===== src/rtl/mem_port_arbiter_if.sv =====
// Bundle of the fetch port, load/store port and memory port seen by mem_port_arbiter.
// slave = the arbiter's view, master = the core/memory environment's view.
interface mem_port_arbiter_if #(
  parameter int ADDR_W = 32
);
  // Handshake: a port raises *_req with stable fields and holds both until it sees its *_gnt
  // pulse; its *_rsp_valid pulse later carries rdata/err. mem_req is a one-cycle issue strobe
  // and mem_rvalid a one-cycle completion strobe carrying mem_rdata.
  logic              if_req;
  logic [ADDR_W-1:0] if_addr;
  logic              if_gnt;
  logic              if_rsp_valid;
  logic [31:0]       if_rdata;
  logic              if_rsp_err;

  logic              ls_req;
  logic              ls_we;
  logic [1:0]        ls_size;
  logic              ls_sign_extend;
  logic [ADDR_W-1:0] ls_addr;
  logic [31:0]       ls_wdata;
  logic              ls_gnt;
  logic              ls_rsp_valid;
  logic [31:0]       ls_rdata;
  logic              ls_rsp_err;

  logic              mem_req;
  logic              mem_we;
  logic [1:0]        mem_size;
  logic              mem_sign_extend;
  logic [ADDR_W-1:0] mem_addr;
  logic [31:0]       mem_wdata;
  logic              mem_rvalid;
  logic [31:0]       mem_rdata;

  logic              busy;

  modport slave (
    input  if_req, if_addr,
    output if_gnt, if_rsp_valid, if_rdata, if_rsp_err,
    input  ls_req, ls_we, ls_size, ls_sign_extend, ls_addr, ls_wdata,
    output ls_gnt, ls_rsp_valid, ls_rdata, ls_rsp_err,
    output mem_req, mem_we, mem_size, mem_sign_extend, mem_addr, mem_wdata,
    input  mem_rvalid, mem_rdata,
    output busy
  );

  modport master (
    output if_req, if_addr,
    input  if_gnt, if_rsp_valid, if_rdata, if_rsp_err,
    output ls_req, ls_we, ls_size, ls_sign_extend, ls_addr, ls_wdata,
    input  ls_gnt, ls_rsp_valid, ls_rdata, ls_rsp_err,
    input  mem_req, mem_we, mem_size, mem_sign_extend, mem_addr, mem_wdata,
    output mem_rvalid, mem_rdata,
    input  busy
  );
endinterface


===== src/rtl/mem_port_arbiter.sv =====
// Shares one single-port memory between the fetch (IF) and load/store (LS) ports, one
// transaction at a time, with a watchdog that error-completes transactions memory never answers.
module mem_port_arbiter #(
  parameter int ADDR_W         = 32,
  parameter int RR_MODE        = 0,
  parameter int TIMEOUT_CYCLES = 64
) (
  input  logic                 clock,
  input  logic                 reset,
  mem_port_arbiter_if.slave    bus,
  output logic [1:0]           dbg_state
);
  localparam int WD_W = $clog2(TIMEOUT_CYCLES);
  localparam logic [WD_W-1:0] WD_LAST = WD_W'(TIMEOUT_CYCLES - 1);

  typedef enum logic [1:0] {
    ST_IDLE  = 2'd0,
    ST_ISSUE = 2'd1,
    ST_WAIT  = 2'd2
  } state_t;

  state_t          state;
  logic            owner_ls;
  logic            last_ls;
  logic [WD_W-1:0] watchdog;
  logic            any_req;
  logic            pick_ls;
  logic            done;
  logic            timed_out;
  logic [31:0]     rsp_data;

  assign any_req   = bus.if_req | bus.ls_req;
  assign dbg_state = state;

  // Under contention LS wins outright, or in round-robin the port that did not go last.
  always_comb begin
    pick_ls = bus.ls_req;
    if (bus.ls_req && bus.if_req) begin
      pick_ls = (RR_MODE != 0) ? ~last_ls : 1'b1;
    end
  end

  // The watchdog holds the count of WAIT cycles already spent; completion in its last cycle
  // still prefers a real mem_rvalid over the timeout.
  always_comb begin
    done      = (state == ST_WAIT) && (bus.mem_rvalid || (watchdog == WD_LAST));
    timed_out = ~bus.mem_rvalid;
    rsp_data  = (bus.mem_rvalid && !bus.mem_we) ? bus.mem_rdata : 32'd0;
  end

  always_ff @(posedge clock) begin
    if (reset) begin
      state               <= ST_IDLE;
      owner_ls            <= 1'b0;
      last_ls             <= 1'b1;
      watchdog            <= '0;
      bus.if_gnt          <= 1'b0;
      bus.if_rsp_valid    <= 1'b0;
      bus.if_rdata        <= 32'd0;
      bus.if_rsp_err      <= 1'b0;
      bus.ls_gnt          <= 1'b0;
      bus.ls_rsp_valid    <= 1'b0;
      bus.ls_rdata        <= 32'd0;
      bus.ls_rsp_err      <= 1'b0;
      bus.mem_req         <= 1'b0;
      bus.mem_we          <= 1'b0;
      bus.mem_size        <= 2'b00;
      bus.mem_sign_extend <= 1'b0;
      bus.mem_addr        <= {ADDR_W{1'b0}};
      bus.mem_wdata       <= 32'd0;
      bus.busy            <= 1'b0;
    end else begin
      bus.if_gnt       <= 1'b0;
      bus.ls_gnt       <= 1'b0;
      bus.mem_req      <= 1'b0;
      bus.if_rsp_valid <= 1'b0;
      bus.if_rdata     <= 32'd0;
      bus.if_rsp_err   <= 1'b0;
      bus.ls_rsp_valid <= 1'b0;
      bus.ls_rdata     <= 32'd0;
      bus.ls_rsp_err   <= 1'b0;
      case (state)
        ST_IDLE: begin
          if (any_req) begin
            state               <= ST_ISSUE;
            owner_ls            <= pick_ls;
            last_ls             <= pick_ls;
            watchdog            <= '0;
            bus.busy            <= 1'b1;
            bus.mem_req         <= 1'b1;
            bus.if_gnt          <= ~pick_ls;
            bus.ls_gnt          <= pick_ls;
            // Fetches are always word reads.
            bus.mem_we          <= pick_ls & bus.ls_we;
            bus.mem_size        <= pick_ls ? bus.ls_size : 2'b10;
            bus.mem_sign_extend <= pick_ls & bus.ls_sign_extend;
            bus.mem_addr        <= pick_ls ? bus.ls_addr : bus.if_addr;
            bus.mem_wdata       <= pick_ls ? bus.ls_wdata : 32'd0;
          end
        end
        ST_ISSUE: begin
          state <= ST_WAIT;
        end
        ST_WAIT: begin
          if (done) begin
            state               <= ST_IDLE;
            bus.busy            <= 1'b0;
            bus.mem_we          <= 1'b0;
            bus.mem_size        <= 2'b00;
            bus.mem_sign_extend <= 1'b0;
            bus.mem_addr        <= {ADDR_W{1'b0}};
            bus.mem_wdata       <= 32'd0;
            if (owner_ls) begin
              bus.ls_rsp_valid <= 1'b1;
              bus.ls_rdata     <= rsp_data;
              bus.ls_rsp_err   <= timed_out;
            end else begin
              bus.if_rsp_valid <= 1'b1;
              bus.if_rdata     <= rsp_data;
              bus.if_rsp_err   <= timed_out;
            end
          end else begin
            watchdog <= watchdog + WD_W'(1);
          end
        end
        default: begin
          state <= ST_IDLE;
        end
      endcase
    end
  end
endmodule


===== src/flat_wrapper.sv =====
// flat-port wrapper written by rule: the top's interface ports become plain ports
module mem_port_arbiter_flat 
#(
  parameter int ADDR_W         = 32,
  parameter int RR_MODE        = 0,
  parameter int TIMEOUT_CYCLES = 64
)
  (clock, reset, dbg_state, bus_if_req, bus_if_addr, bus_if_gnt, bus_if_rsp_valid, bus_if_rdata, bus_if_rsp_err, bus_ls_req, bus_ls_we, bus_ls_size, bus_ls_sign_extend, bus_ls_addr, bus_ls_wdata, bus_ls_gnt, bus_ls_rsp_valid, bus_ls_rdata, bus_ls_rsp_err, bus_mem_req, bus_mem_we, bus_mem_size, bus_mem_sign_extend, bus_mem_addr, bus_mem_wdata, bus_mem_rvalid, bus_mem_rdata, bus_busy);
  mem_port_arbiter_if #(.ADDR_W(ADDR_W)) bus_i ();
  input  logic clock;
  input  logic reset;
  output logic [1:0] dbg_state;
  input wire logic [$bits(bus_i.if_req)-1:0] bus_if_req;
  input wire logic [$bits(bus_i.if_addr)-1:0] bus_if_addr;
  output wire logic [$bits(bus_i.if_gnt)-1:0] bus_if_gnt;
  output wire logic [$bits(bus_i.if_rsp_valid)-1:0] bus_if_rsp_valid;
  output wire logic [$bits(bus_i.if_rdata)-1:0] bus_if_rdata;
  output wire logic [$bits(bus_i.if_rsp_err)-1:0] bus_if_rsp_err;
  input wire logic [$bits(bus_i.ls_req)-1:0] bus_ls_req;
  input wire logic [$bits(bus_i.ls_we)-1:0] bus_ls_we;
  input wire logic [$bits(bus_i.ls_size)-1:0] bus_ls_size;
  input wire logic [$bits(bus_i.ls_sign_extend)-1:0] bus_ls_sign_extend;
  input wire logic [$bits(bus_i.ls_addr)-1:0] bus_ls_addr;
  input wire logic [$bits(bus_i.ls_wdata)-1:0] bus_ls_wdata;
  output wire logic [$bits(bus_i.ls_gnt)-1:0] bus_ls_gnt;
  output wire logic [$bits(bus_i.ls_rsp_valid)-1:0] bus_ls_rsp_valid;
  output wire logic [$bits(bus_i.ls_rdata)-1:0] bus_ls_rdata;
  output wire logic [$bits(bus_i.ls_rsp_err)-1:0] bus_ls_rsp_err;
  output wire logic [$bits(bus_i.mem_req)-1:0] bus_mem_req;
  output wire logic [$bits(bus_i.mem_we)-1:0] bus_mem_we;
  output wire logic [$bits(bus_i.mem_size)-1:0] bus_mem_size;
  output wire logic [$bits(bus_i.mem_sign_extend)-1:0] bus_mem_sign_extend;
  output wire logic [$bits(bus_i.mem_addr)-1:0] bus_mem_addr;
  output wire logic [$bits(bus_i.mem_wdata)-1:0] bus_mem_wdata;
  input wire logic [$bits(bus_i.mem_rvalid)-1:0] bus_mem_rvalid;
  input wire logic [$bits(bus_i.mem_rdata)-1:0] bus_mem_rdata;
  output wire logic [$bits(bus_i.busy)-1:0] bus_busy;
  assign bus_i.if_req = bus_if_req;
  assign bus_i.if_addr = bus_if_addr;
  assign bus_if_gnt = bus_i.if_gnt;
  assign bus_if_rsp_valid = bus_i.if_rsp_valid;
  assign bus_if_rdata = bus_i.if_rdata;
  assign bus_if_rsp_err = bus_i.if_rsp_err;
  assign bus_i.ls_req = bus_ls_req;
  assign bus_i.ls_we = bus_ls_we;
  assign bus_i.ls_size = bus_ls_size;
  assign bus_i.ls_sign_extend = bus_ls_sign_extend;
  assign bus_i.ls_addr = bus_ls_addr;
  assign bus_i.ls_wdata = bus_ls_wdata;
  assign bus_ls_gnt = bus_i.ls_gnt;
  assign bus_ls_rsp_valid = bus_i.ls_rsp_valid;
  assign bus_ls_rdata = bus_i.ls_rdata;
  assign bus_ls_rsp_err = bus_i.ls_rsp_err;
  assign bus_mem_req = bus_i.mem_req;
  assign bus_mem_we = bus_i.mem_we;
  assign bus_mem_size = bus_i.mem_size;
  assign bus_mem_sign_extend = bus_i.mem_sign_extend;
  assign bus_mem_addr = bus_i.mem_addr;
  assign bus_mem_wdata = bus_i.mem_wdata;
  assign bus_i.mem_rvalid = bus_mem_rvalid;
  assign bus_i.mem_rdata = bus_mem_rdata;
  assign bus_busy = bus_i.busy;
  mem_port_arbiter #(.ADDR_W(ADDR_W), .RR_MODE(RR_MODE), .TIMEOUT_CYCLES(TIMEOUT_CYCLES)) u_core (.clock(clock), .reset(reset), .bus(bus_i), .dbg_state(dbg_state));
endmodule

===== config.mk =====
export PLATFORM = sky130hd
export DESIGN_NAME = mem_port_arbiter_flat
export DESIGN_NICKNAME = d
export VERILOG_FILES = /design/src/rtl/mem_port_arbiter_if.sv /design/src/rtl/mem_port_arbiter.sv /design/src/flat_wrapper.sv
export SDC_FILE = /design/constraint.sdc
export NUM_CORES = 1
export LEC_CHECK = 0
export ABC_AREA = 1
export ABC_CLOCK_PERIOD_IN_PS = 2500
export CORE_MARGIN = 5
export CORE_UTILIZATION = 45
export CTS_BUF_LIST = sky130_fd_sc_hd__clkbuf_4 sky130_fd_sc_hd__clkbuf_8
export DETAILED_ROUTE_END_ITERATION = 10
export GPL_ROUTABILITY_DRIVEN = 0
export PLACE_DENSITY = 0.93
export SLEW_MARGIN = 40
export SYNTH_ARGS = -nofsm -noshare
export SYNTH_HDL_FRONTEND = slang
export SYNTH_SLANG_ARGS = --single-unit
export TNS_END_PERCENT = 1

===== constraint.sdc =====
create_clock -name clock -period 2.5 [get_ports clock]
set_clock_uncertainty 0.15 [all_clocks]
set_input_delay 0.25 -clock clock [delete_from_list [all_inputs] [get_ports clock]]
set_output_delay 0.25 -clock clock [all_outputs]
set_load 0.02 [all_outputs]

==> results of run 1 <==
[area by class of cell]
cell class	instances	area, µm²	share of cell area (%)
Sequential cell	149	2983	33.35
Clock buffer	22	290.3	3.245
Multi-Input combinational cell	531	2381	26.62
Tap cell	172	215.2	2.406
Timing Repair Buffer	290	2885	32.26
Clock inverter	8	123.9	1.385
Inverter	17	66.31	0.7414
[kinds of logic (layout without fill, tap and decap cells)]
kind of cell | count (synthesis) | count (layout) | synth area share, %
adders and majority gates | 1 | 1 | 0.2188
AOI/OAI and AO/OA | 81 | 81 | 8.821
and+or+nand+nor | 449 | 449 | 32.57
buffers and inverters | 70 | 337 | 6.216
DFF | 149 | 149 | 52.18
[cells in the final DEF (no fill, tap or decap), types with 2 or more instances in the layout]
cell             netlist  layout
o21ai_0               20      20
a21boi_0              11      11
nand2_2                2       2
nand3_1               18      18
a21boi_1              12      12
clkbuf_8               0      20
clkdlybuf4s50_1        0     278
o211ai_1              15      15
nor2_2                14      15
clkinv_2               0       2
bufinv_16              0       3
inv_2                  2       2
a21oi_1               21      21
nand2_1              179     179
buf_4                  0      11
clkinvlp_4             0       2
inv_1                 11      11
nand3b_1              23      23
dfxtp_1              149     149
clkbuf_4               0       2
clkinv_1               3       3
nor2_1               210     209
[critical path: cells and delay by family (launching register included)]
kind / cells / cell delay (ns)
adders and majority gates: 1 / 0.20
buffers and inverters: 1 / 0.28
DFF: 1 / 0.37
and+or+nand+nor: 7 / 1.05
[state kept, by name, indices dropped and copies added (netlist names)]
register and cells:
u_core.bus.if_rdata 32, u_core.bus.ls_rdata 32, u_core.bus.mem_addr 32, u_core.bus.mem_wdata 32
u_core.watchdog 6, u_core.bus.mem_size 2, u_core.dbg_state 2, u_core.bus.busy 1
u_core.bus.if_gnt 1, u_core.bus.if_rsp_err 1, u_core.bus.if_rsp_valid 1, u_core.bus.ls_gnt 1
u_core.bus.ls_rsp_err 1, u_core.bus.ls_rsp_valid 1, u_core.bus.mem_req 1, u_core.bus.mem_sign_extend 1
u_core.bus.mem_we 1, u_core.owner_ls 1
[routing by layer]
layer	GRT usage, %	share of wire [%]
met1	25.64	39
met2	38.91	50
met3	7.742	8.6
met4	9.587	3.0
met5	0	0
[worst paths after layout]
kind                                          from                       to  cells after the start
worst min-delay path             bus_mem_rdata[24]  u_core.bus.if_rdata[24]                      3
worst max-delay path            u_core.watchdog[1]  u_core.bus.if_rdata[14]                      9
worst min register to register  u_core.watchdog[5]       u_core.watchdog[5]                      2
worst max register to register  u_core.watchdog[1]  u_core.bus.if_rdata[14]                      9
[report_power, final]
group	internal [mW]	switching (mW)
Combinational	0.646	0.698
Clock	1.08	0.866
Sequential	2.52	0.0771
Total	4.25	1.64
[metrics by stage]
stage | hold WS [ns] | power, mW | worst slack (ns) | instances
3_5_place_dp | 0.3105 | 4.001 | 0.3829 | 1159
5_1_grt | 0.2030 | 6.176 | 0.1947 | 1189
2_1_floorplan | 0.2506 | 3.378 | 0.8356 | 750
4_1_cts | 0.1985 | 5.936 | 0.3375 | 1189
3_3_place_gp | 0.3026 | 3.965 | 0.4487 | 1159
6_report | 0.2259 | 5.890 | 0.3584 | 1189
==> metrics.md, run 1 <==
| Metric | Value |
|---|---|
| Syn Nets | `just under 900` |
| Initial Util | `between 40 and 50%` |
| Remaining DRCs | `0` |
| Most numerous cell in the Yosys netlist | `nor2_1` |
| Wirelength per Cell | `14.91 µm` |
| Num rows | `41` |
| Measured slew at the worst slew-check pin | `0.6788 ns` |
| Critical Path Sink Type | `register` |
| Depth of the CTS H-tree | `4` |
| Final wirelength | `~18000 µm` |
| CTS tree | `yes` |
| Sequential share of the synthesized area | `approximately 52%` |
| Layout area overhead | `56.47%` |
| Final instance area | `0.008945 mm²` |
| Max Buffers Root-to-Sink | `2` |
| Crit path max fanout | `32` |
| Synth Register Bits | `roughly 150` |
| Core ar. | `0.01252 mm²` |
| GRT overflow | `0` |
| Critical Path RT | `2.71 ns` |
| Slew Viols, Final | `0` |
| Clock sinks | `149` |
| Ratio of final minimum period to clock period | `85.66%` |
| Largest net degree at the start of global routing | `61` |
| Resized Gates After CTS | `0` |
| Synth top area cells | `dfxtp_1, nor2_1, nand2_1` |
| F_max | `0.4670 GHz` |
| VDD IR max | `roughly 340 µV` |
| Power Dens Cells | `around 660 mW/mm²` |
| Final setup viols | `0` |
| Post-CTS Setup Bufs | `0` |
| First-pass GRT wire length | `26750 µm` |
| Total Routing Usage GR | `22.69%` |
| Crit start category | `register` |
| Chip width | `122.7 µm` |
| Worst Hold Class | `input port to register` |
| Lkg Pwr | `3.626 nW` |
| Number of global-route vias before repair | `5284` |
| Async S/R FF share, synth | `0%` |
| YS warnings | `0` |
| Slowest cell delay on critical path | `0.37 ns` |
| Worst-path clk slew | `~0.08 ns` |
| Worst-Skew Late Latency | `0.44 ns` |
| Final hold vios | `0` |
| WP data arrival | `2.35 ns` |
| Nets@finish | `1144` |
| Mean Syn Cell Area | `roughly 7.6 µm²` |
| Most frequent cells after synthesis | `nor2_1, nand2_1, dfxtp_1` |
| Final ANT Viol Nets | `0` |
| Post-Route Utilization | `a little under three quarters` |
| Antenna violations before repair | `0` |
| R2R Setup Slk | `around 0.36 ns` |
| Post-synth EDFFs | `0` |
| Die height | `122.7 µm` |
| RSZ-0062 raised after global routing | `no` |
| I/O pin count | `279` |
| Slew headroom | `54.68%` |
| Max cap viols | `0` |
| Syn Inst Count | `750` |
| Crit path top cell by count | `nand2_1` |
| Placed instance area | `0.008531 mm²` |
| Period minus WS final | `2.142 ns` |
| Post-synth top area share | `between 50 and 60%` |
| Critical path cell sequence | `ha_1 -> nand2_1 -> nor2_2 -> nand2_1 -> nand2_2 -> nand2_4 -> nor3_4 -> inv_2 -> nor2_1` |
| ANT cells | `0` |
| Post-synthesis cell type count | `25` |
| Post-synth top flop | `dfxtp_1` |
| Post-Syn Area | `0.005717 mm²` |
| Die area | `0.01506 mm²` |
| Ratio of cells with drive above 1 in the final layout | `6.391%` |
| # hold bufs at CTS | `0` |
| 1st-pass router iterations | `4` |
| Total Neg Setup Slack | `0 ns` |
| Crit path kind | `register to register` |
| Status | `finished, final reports clean` |
| Detailed placement HPWL | `around 13000 µm` |
| Yosys top cell by area | `dfxtp_1` |
| Drt via density | `between 4 and 5` |
| Vias | `5732` |
| Fill cells | `slightly below 1000` |
| CP max-delay cell | `dfxtp_1` |
| Port buffer count | `roughly 280` |
| TritonCTS buffer count | `17` |
| 1st-iter DRT viols | `390` |
| Clock root cell | `clkbuf_8` |
Note: power is estimated with default switching activity, not from simulation.
==> run 2, diff against run 1 <==
==> constraint.sdc (replaced) <==
create_clock -name clock -period 2.5 [get_ports clock]
set_clock_uncertainty 0.15 [all_clocks]
set_input_delay 0.75 -clock clock [delete_from_list [all_inputs] [get_ports clock]]
set_output_delay 0.75 -clock clock [all_outputs]
set_load 0.02 [all_outputs]
==> metrics.md, run 2 (synthesis gave the netlist of run 1 again) <==
| Metric | Value |
|---|---|
| R2r worst-path depth | `9 (unchanged)` |
| Crit path kind | `register to primary output (was register to register)` |
| Post-CTS Setup Bufs | `0 (unchanged)` |
| Total Neg Setup Slack | `0 ns (unchanged)` |
| Period minus WS final | `2.453 ns (was 2.142 ns)` |
| Crit start category | `register (unchanged)` |
| R2R Setup Slk | `0.46 ns (was 0.36 ns)` |
| Critical Path Sink Type | `primary output (was register)` |
| WP data arrival | `1.55 ns (was 2.35 ns)` |
| F_max | `0.4077 GHz (was 0.4670 GHz)` |
| Final wirelength | `18200 µm (was 17720 µm)` |
| Chip width | `122.7 µm (unchanged)` |
| First-pass GRT wire length | `27330 µm (was 26750 µm)` |
| Routing usage on met2 | `40.79% (was 38.91%)` |
| Slew Viols, Final | `0 (unchanged)` |
| Power Dens Cells | `692.8 mW/mm² (was 658.5 mW/mm²)` |
| Ratio of final minimum period to clock period | `98.10% (was 85.66%)` |
| CP max-delay cell | `clkdlybuf4s50_1 (was dfxtp_1)` |
| VDD IR max | `330.9 µV (was 340.7 µV)` |
| TritonCTS buffer count | `17 (unchanged)` |
| Number of global-route vias before repair | `5441 (was 5284)` |
| Remaining DRCs | `0 (unchanged)` |
| CP top delay family | `buffers and inverters (was simple AND/OR/NAND/NOR gates)` |
| Antenna violations before repair | `0 (unchanged)` |
| Depth of the CTS H-tree | `4 (unchanged)` |
| Wirelength per Cell | `15.23 µm (was 14.91 µm)` |
| Drt via density | `4.803 (was 4.821)` |
| Resized Gates After CTS | `0 (unchanged)` |
| Worst-path clk slew | `0.08 ns (about the same)` |
| Vias | `5740 (was 5732)` |
| # hold bufs at CTS | `0 (unchanged)` |
| Die height | `122.7 µm (unchanged)` |
| Largest net degree at the start of global routing | `49 (was 61)` |
| Total Routing Usage GR | `23.24% (was 22.69%)` |
| Worst Hold Class | `register to register (was input port to register)` |
| Clock sinks | `149 (unchanged)` |
| Most common cell after layout, fill and taps aside | `clkdlybuf4s50_1 (unchanged)` |
| Port buffer count | `278 (unchanged)` |
| Nets@finish | `1148 (was 1144)` |
| ANT cells | `0 (unchanged)` |
| Ratio of cells with drive above 1 in the final layout | `6.940% (was 6.391%)` |
| Die area | `0.01506 mm² (unchanged)` |
| RSZ-0062 raised after global routing | `no (unchanged)` |
| Critical path cell sequence | `clkdlybuf4s50_1 (was ha_1 -> nand2_1 -> nor2_2 -> nand2_1 -> nand2_2 -> nand2_4 -> nor3_4 -> inv_2 -> nor2_1)` |
| Total Power | `6.339 mW (was 5.890 mW)` |
| CTS tree | `yes (unchanged)` |
| WHS Endpoint | `u_core.bus.busy (was u_core.bus.if_rdata[24])` |
| Crit path max fanout | `5 (was 32)` |
| Critical Path RT | `1.60 ns (was 2.71 ns)` |
| Final setup viols | `0 (unchanged)` |
| Pre-CTS setup slack | `0.009297 ns (was 0.3829 ns)` |
| Detailed placement HPWL | `13120 µm (was 12850 µm)` |
| 1st-iter DRT viols | `351 (was 390)` |
| Clock root cell | `clkbuf_8 (unchanged)` |
| Endpoint of the worst register-to-register path | `u_core.bus.ls_rdata[31] (was u_core.bus.if_rdata[14])` |
| Lkg Pwr | `3.724 nW (was 3.626 nW)` |
| Post-route setup slack | `0.04746 ns (was 0.3584 ns)` |
| Crit path buffers/inverters | `1 (unchanged)` |
| Status | `finished, final reports clean (unchanged)` |
| Initial Util | `45.67% (unchanged)` |
| Final hold vios | `0 (unchanged)` |
| Core ar. | `0.01252 mm² (unchanged)` |
| Met3 Use GR | `8.710% (was 7.742%)` |
| Hold depth | `2 (was 3)` |
| Worst-Skew Late Latency | `0.45 ns (was 0.44 ns)` |
| Num rows | `41 (unchanged)` |
| Final ANT Viol Nets | `0 (unchanged)` |
| Slew headroom | `55.05% (was 54.68%)` |
| Most frequent cells in the layout | `clkdlybuf4s50_1, nor2_1, nand2_1 (unchanged)` |
| 1st-pass router iterations | `5 (was 4)` |
| R2R Path Start | `u_core.watchdog[0] (was u_core.watchdog[1])` |
| GRT overflow | `0 (unchanged)` |
| GR Util met1 | `24.39% (was 25.64%)` |
| Max cap viols | `0 (unchanged)` |
| Max Buffers Root-to-Sink | `2 (unchanged)` |
| Worst hold start | `u_core.bus.busy (was bus_mem_rdata[24])` |
| Most used routing layer | `met2 (unchanged)` |
| Measured slew at the worst slew-check pin | `0.6732 ns (was 0.6788 ns)` |
| I/O pin count | `279 (unchanged)` |
| Slowest cell delay on critical path | `0.68 ns (was 0.37 ns)` |
| Layout area overhead | `60.06% (was 56.47%)` |
run 2: changes by cell type in the layout (fill, tap and decap cells not counted), sizes merged:
cell and change:
buf +4, bufinv +4, clkbuf -4, clkinv +2, clkinvlp -2, inv +2
run 2: layout make-up:
cell class	instances	area (µm²)
Clock inverter	14	272.8
Fill cell	904	3367
Tap cell	172	215.2
Timing Repair Buffer	294	2990
Multi-Input combinational cell	531	2381
Clock buffer	18	241.5
Inverter	17	66.31
Sequential cell	149	2983
run 2: metal layers:
layer | vias up | wire [µm] | share of wire (%)
li1 | 2864 | - | -
met2 | 256 | 9208 | 51
met1 | 2576 | 6555 | 36
met3 | 44 | 1856 | 10
met5 | - | 0 | 0
met4 | 0 | 573 | 3.1
run 2: how the worst max path moves through the flow:
stage                                   start                       to  cells past startpoint
after floorplan                    bus_ls_req  u_core.bus.mem_addr[17]                      9
after global placement         bus_mem_rvalid  u_core.bus.ls_rdata[10]                      7
after detailed placement       bus_mem_rvalid  u_core.bus.ls_rdata[31]                      7
after CTS                 u_core.dbg_state[0]             dbg_state[0]                      1
after global routing      u_core.dbg_state[0]             dbg_state[0]                      1
final                     u_core.dbg_state[0]             dbg_state[0]                      1
run 2: power breakdown:
part / internal (mW) / total, mW / switching, mW
clock network: 1.42 / 2.35 / 0.928
registers: 2.52 / 2.60 / 0.0777
logic: 0.676 / 1.39 / 0.714
total: 4.62 / 6.34 / 1.72
run 2: metrics by stage:
stage | area, µm² | hold slack, ns | util [%] | cells
2_1_floorplan | 5717 | 0.2866 | - | 750
3_3_place_gp | 8636 | 0.3064 | 68.99 | 1163
3_5_place_dp | 8636 | 0.3158 | 68.99 | 1163
4_1_cts | 9150 | 0.3323 | 73.10 | 1195
5_1_grt | 9150 | 0.3477 | 73.10 | 1195
6_report | 9150 | 0.3312 | 73.10 | 1195
